### src/rtl/mips_mem_pkg.sv
// mips_mem_pkg: shared types and constants for the data-memory responder.
//   dmem_state_t  - responder FSM states (IDLE -> WAIT -> RESP)
//   MMIO_LED_ADDR - byte address decoded to the LED register when MMIO_EN is defined
//   word_t        - 32-bit data word
//   is_misaligned - true when a byte address is not word aligned
package mips_mem_pkg;

  typedef enum logic [1:0] {
    IDLE = 2'd0,
    WAIT = 2'd1,
    RESP = 2'd2
  } dmem_state_t;

  localparam logic [31:0] MMIO_LED_ADDR = 32'hFFFF_FFF0;

  typedef logic [31:0] word_t;

  function automatic logic is_misaligned(input word_t a);
    return (a[1:0] != 2'b00);
  endfunction

endpackage

### src/rtl/dmem_responder_ram_sp.sv
// ram_sp: single-port word RAM, synchronous write, combinational read.
// Contents are never reset.
// Ports:
//   clk     in  rising-edge clock
//   i_we    in  write enable (commits at the rising edge)
//   i_addr  in  word index, shared by read and write
//   i_wdata in  write data
//   o_rdata out word at i_addr (combinational)
module ram_sp
  import mips_mem_pkg::*;
#(
  parameter int ADDR_W = 6
) (
  input  logic              clk,
  input  logic              i_we,
  input  logic [ADDR_W-1:0] i_addr,
  input  word_t             i_wdata,
  output word_t             o_rdata
);

  word_t r_mem [2**ADDR_W];

  // Storage write port
  always_ff @(posedge clk) begin
    if (i_we) begin
      r_mem[i_addr] <= i_wdata;
    end
  end

  assign o_rdata = r_mem[i_addr];

endmodule

### src/rtl/dmem_responder.sv
// dmem_responder: load/store bus responder between the MIPS core and its
// word-organised data RAM. Each request is held for WAIT_STATES cycles, then
// completed by a one-cycle ready pulse carrying load data and a misalignment
// error flag.
// Optional feature: define MMIO_EN to map byte address 32'hFFFF_FFF0 onto the
// 8-bit led_out register instead of RAM; otherwise led_out is tied to 0.
// Ports:
//   clk        in   rising-edge clock
//   reset      in   asynchronous reset, active-high
//   req        in   request valid, sampled only in IDLE
//   memwrite   in   1 = store, 0 = load (captured with req)
//   addr       in   byte address (captured with req)
//   writedata  in   store data (captured with req)
//   readdata   out  load data, 0 unless ready
//   ready      out  one-cycle completion pulse
//   err        out  misaligned access flag, 0 unless ready
//   led_out    out  memory-mapped LED register
module dmem_responder
  import mips_mem_pkg::*;
#(
  parameter int ADDR_W      = 6,
  parameter int WAIT_STATES = 2
) (
  input  logic        clk,
  input  logic        reset,
  input  logic        req,
  input  logic        memwrite,
  input  logic [31:0] addr,
  input  logic [31:0] writedata,
  output logic [31:0] readdata,
  output logic        ready,
  output logic        err,
  output logic [7:0]  led_out
);

  localparam logic [3:0] WS_LOAD = (WAIT_STATES > 0) ? 4'(WAIT_STATES - 1) : 4'd0;

  dmem_state_t r_state;
  logic [3:0]  r_cnt;
  logic        r_we;
  word_t       r_addr;
  word_t       r_wdata;
  logic        r_ready;
  logic        r_err;
  word_t       r_rdata;
  logic [7:0]  r_led;

  word_t             w_sel_addr;
  logic              w_sel_we;
  logic [ADDR_W-1:0] w_idx;
  logic              w_misal;
  logic              w_is_mmio;
  logic              w_ram_we;
  logic              w_led_we;
  word_t             w_ram_rdata;
  word_t             w_rsp_data;

  // In IDLE the live bus is the access about to be accepted (matters when
  // WAIT_STATES=0 and the response is formed on the accept edge); afterwards
  // the captured copy is used so bus changes cannot disturb the access.
  assign w_sel_addr = (r_state == IDLE) ? addr : r_addr;
  assign w_sel_we   = (r_state == IDLE) ? memwrite : r_we;
  assign w_idx      = w_sel_addr[ADDR_W+1:2];
  assign w_misal    = is_misaligned(w_sel_addr);

`ifdef MMIO_EN
  assign w_is_mmio = (w_sel_addr == MMIO_LED_ADDR);
`else
  assign w_is_mmio = 1'b0;
`endif

  // Upper address bits only feed the MMIO decode.
  logic w_unused_addr;
  assign w_unused_addr = &{1'b0, w_sel_addr[31:ADDR_W+2]};

  // Stores commit on the edge that ends RESP; errors never write.
  assign w_ram_we = (r_state == RESP) && r_we && !w_misal && !w_is_mmio;
  assign w_led_we = (r_state == RESP) && r_we && !w_misal && w_is_mmio;

  ram_sp #(.ADDR_W(ADDR_W)) u_ram (
    .clk     (clk),
    .i_we    (w_ram_we),
    .i_addr  (w_idx),
    .i_wdata (r_wdata),
    .o_rdata (w_ram_rdata)
  );

  // Response data registered on entry to RESP; RAM and LED cannot change
  // between that edge and the RESP cycle, so this equals an in-RESP read.
  always_comb begin
    w_rsp_data = 32'd0;
    if (w_misal || w_sel_we) begin
      w_rsp_data = 32'd0;
    end else if (w_is_mmio) begin
      w_rsp_data = {24'd0, r_led};
    end else begin
      w_rsp_data = w_ram_rdata;
    end
  end

  // Responder FSM with wait counter, request capture and registered outputs
  always_ff @(posedge clk or posedge reset) begin
    if (reset) begin
      r_state <= IDLE;
      r_cnt   <= 4'd0;
      r_we    <= 1'b0;
      r_addr  <= 32'd0;
      r_wdata <= 32'd0;
      r_ready <= 1'b0;
      r_err   <= 1'b0;
      r_rdata <= 32'd0;
      r_led   <= 8'd0;
    end else begin
      case (r_state)
        IDLE: begin
          r_ready <= 1'b0;
          r_err   <= 1'b0;
          r_rdata <= 32'd0;
          if (req) begin
            r_we    <= memwrite;
            r_addr  <= addr;
            r_wdata <= writedata;
            if (WAIT_STATES > 0) begin
              r_state <= WAIT;
              r_cnt   <= WS_LOAD;
            end else begin
              r_state <= RESP;
              r_ready <= 1'b1;
              r_err   <= w_misal;
              r_rdata <= w_rsp_data;
            end
          end
        end
        WAIT: begin
          if (r_cnt == 4'd0) begin
            r_state <= RESP;
            r_ready <= 1'b1;
            r_err   <= w_misal;
            r_rdata <= w_rsp_data;
          end else begin
            r_cnt <= r_cnt - 4'd1;
          end
        end
        RESP: begin
          r_state <= IDLE;
          r_ready <= 1'b0;
          r_err   <= 1'b0;
          r_rdata <= 32'd0;
          if (w_led_we) begin
            r_led <= r_wdata[7:0];
          end
        end
        default: begin
          r_state <= IDLE;
          r_ready <= 1'b0;
          r_err   <= 1'b0;
          r_rdata <= 32'd0;
        end
      endcase
    end
  end

  assign readdata = r_rdata;
  assign ready    = r_ready;
  assign err      = r_err;
  assign led_out  = r_led;

endmodule
### config.mk
export PLATFORM = sky130hd
export DESIGN_NAME = dmem_responder
export DESIGN_NICKNAME = d
export VERILOG_FILES = /design/src/rtl/mips_mem_pkg.sv /design/src/rtl/dmem_responder_ram_sp.sv /design/src/rtl/dmem_responder.sv
export SDC_FILE = /design/constraint.sdc
export NUM_CORES = 2
export LEC_CHECK = 0
export BUFFER_PORTS_ARGS = -buffer_cell sky130_fd_sc_hd__buf_2
export CAP_MARGIN = 15
export CORE_ASPECT_RATIO = 0.75
export CORE_MARGIN = 2
export CORE_UTILIZATION = 67
export CTS_CLUSTER_DIAMETER = 120
export DETAILED_ROUTE_END_ITERATION = 7
export PLACE_DENSITY = 0.84
export SYNTH_ARGS = -nofsm -noshare
export SYNTH_HDL_FRONTEND = slang
export SYNTH_HIERARCHICAL = 1
export SYNTH_SLANG_ARGS = --single-unit
### constraint.sdc
create_clock -name clk -period 8.5 [get_ports clk]
set_input_delay 1.7 -clock clk [delete_from_list [all_inputs] [get_ports clk]]
set_output_delay 1.7 -clock clk [all_outputs]
set_load 0.01 [all_outputs]
==> run summary <==
Status: completed
Final wirelength: 220 mm
Req. time, crit path: 9.21 ns
Hold buffer count at CTS: 0
Leakage: 29.7 nW
Core Region: 120000 um2
Clock sink count: 2129
Vias per cell: 7.46
Crit path DAT: 6.62 ns
Final setup vio count: 0
Endpoint, Worst Hold: r_addr[6]
Synth top area cells: edfxtp_1, mux2i_1, mux4_2, dfrtp_1, mux2_2
Drt first pass iters: 8
Startpoint Class: register
RSZ-0062 raised after global routing: no
Ys Warns: 6
Yosys top cell area share: 75.4%
CP Cell Sequence: nor2_1 -> mux2_8 -> buf_4 -> nand2b_2 -> nor2_4 -> a22oi_1 -> a31oi_1 -> a2111oi_0 -> nand3_1 -> a22o_2
Final period utilization: 69.6%
Synth unique cells: 68
Share of layout cells above drive strength 1: 18.7%
Relative slew margins: 16.5%
Post-CTS sizing: 0
Post-synth top area cell: edfxtp_1
H-tree depth: 4
VDD IR max: 0.668 mV
Clock skew: 0.0251 ns
Vias in the first global route: 46400
Die area: 125000 um2
Slowest CP cell: a2111oi_0
IO Port Bufs: 77
Area grow syn2layout: 11.1%
Fmax: 169 MHz
Slew @ Worst Pin: 1.25 ns
R2R cell count: 10
MaxCap Viol Count: 0
Vias: 47800
Clock Root Buffer: clkbuf_16
Critical Path Source: r_state[0]
Die Height: 306 um
All-Layer GR Usage: 35.2%
CTS Buffer Depth: 3
Post-synth EDFFs: 2048
Clock latency on the worst-skew pair: 0.84 ns
Width of the die: 407 um
Drt initial violations: 8670
Worst slack at placement: 2.32 ns
# DRC: 0
Site Rows: 110
CP max FO: 67
Postcts setup bufs: 0
Seq/Total Area, Yosys: 77.9%
Fin. Hold Viols: 0
RR Endpoint: readdata[2]
Hold wc startpoint: r_addr[6]
Min Tclk post-route: 5.91 ns
Initial antenna violation count: 5
Largest net degree at the start of global routing: 104
Largest stage delay on the critical path: 0.96 ns
Number of buffers created by CTS: 184
CTS tree: built
Worst r2r src: r_state[0]
Worst setup EP type: register
ANT nets after route: 0
# IOs: 110
DP Wirelength: 119 mm
PwrDens: 366 nW/um2
Worst-path clk slew: 0.06 ns
Hold path cells: 2
Seq cells post-synth: 2129
R2r setup slk: 2.59 ns
Drt wl/cell: 34.4 um
Setup_tns: 0 ns
Tightest Hold Check Type: reg2reg
Final worst-path setup slack: 2.59 ns
Critical path type: reg2reg
Top FF cell, synth: edfxtp_1
Grt ovf: 0
Non-Filler Instances: 6399
Cells after Synth: 4509
Max-slew violation count: 0
Initial core utilization: 67.7%
Ys async rst share: 3.80%
Placed Cells: 6037
Synthesized area per cell: 18.1 um2
Fin nets: 4687
Routability Congestion: 0.866
Post-Synthesis Cell Area: 81600 um2
Overall power: 0.0332 W
Final hold slack: 0.487 ns
First-pass GRT wire length: 314 mm
-- worst max path at each step --
stage / to / depth (start not counted)
2_1_floorplan: u_ram/r_mem[11][0] / 10
3_3_place_gp: readdata[6] / 10
3_5_place_dp: readdata[6] / 10
4_1_cts: readdata[6] / 10
5_1_grt: readdata[30] / 11
6_report: readdata[2] / 10
-- report_power, final --
group	internal (W)	switching, W
logic	0.00351	0.00754
clock network	0.00454	0.00382
registers	0.0130	0.000739
-- flip-flops by register name (all words and copies together) (netlist names) --
signal,count
ready,1
r_wdata,32
r_cnt,4
r_state,2
readdata,32
r_we,1
u_ram/r_mem,2048
err,1
r_addr,8
-- stage by stage --
stage / cell area (um2) / utilization [%]
finish: 90700 / 75.3
global route: 90700 / 75.3
CTS: 90300 / 75.0
detailed placement: 84300 / 70.0
global placement: 84300 / 70.0
floorplan: 81600 / -
-- per-layer routing --
metal	vias up	wire length (um)	track usage (%)
met5	-	31	0
met3	776	31100	8.90
li1	18700	-	-
met2	4484	101000	52.9
met4	4	12900	18.4
met1	23800	75100	48.6
-- cells in the final DEF, fill, tap and decap left out, types with 93 or more instances in the layout --
master     instances
a21oi_1          122
a221oi_1         175
a22oi_1          188
buf_4            138
clkbuf_16        184
edfxtp_1        2048
mux2_2           150
mux2i_1          261
mux4_2            96
nand2_1          152
o22ai_1           93
-- critical path: cells and delay by family (launching register included) --
| family | cells | cell delay (ns) |
|---|---|---|
| buffers and inverters | 1 | 0.40 |
| and+or+nand+nor | 4 | 2.20 |
| muxes | 1 | 0.68 |
| AOI/OAI and AO/OA | 4 | 1.83 |
| DFF | 1 | 0.52 |
-- cells in the mapped netlist (all sizes together) (5+ instances only) --
cell / count
a2111oi: 15
a211oi: 18
a21oi: 122
a221o: 15
a221oi: 175
a222oi: 16
a22o: 97
a22oi: 188
a31oi: 43
and2: 5
and3: 85
buf: 149
clkbuf: 173
dfrtp: 81
edfxtp: 2048
inv: 5
mux2: 153
mux2i: 261
mux4: 96
nand2: 153
nand2b: 19
nand3: 56
nor2: 153
nor2b: 9
nor3: 23
nor4: 14
o21ai: 86
o221ai: 6
o22a: 70
o22ai: 93
o2bb2ai: 15
or4: 15
or4b: 14
-- layout make-up --
class | count | area (um2)
Clock buffer | 252 | 4970
Antenna cell | 2 | 5.00
Multi-Input combinational cell | 2060 | 17200
Tap cell | 1624 | 2030
Timing Repair Buffer | 237 | 1880
Inverter | 5 | 28.8
Clock inverter | 90 | 970
Fill cell | 6167 | 29800
Sequential cell | 2129 | 63600
-- cell families (layout without fill, tap and decap cells) --
kind of cell	Yosys count	count (layout)	share of synthesized area, %
flip-flops	2129	2129	77.9
other	1	10	0.00460
AND/OR/NAND/NOR	570	570	3.48
XOR/XNOR	1	1	0.0107
AO/OA/AOI/OAI	969	969	8.80
adder cells (fa/ha/maj)	2	2	0.0307
buffers and inverters	327	584	1.85
multiplexers	510	510	7.96
Power figures use the tool's default switching activity.
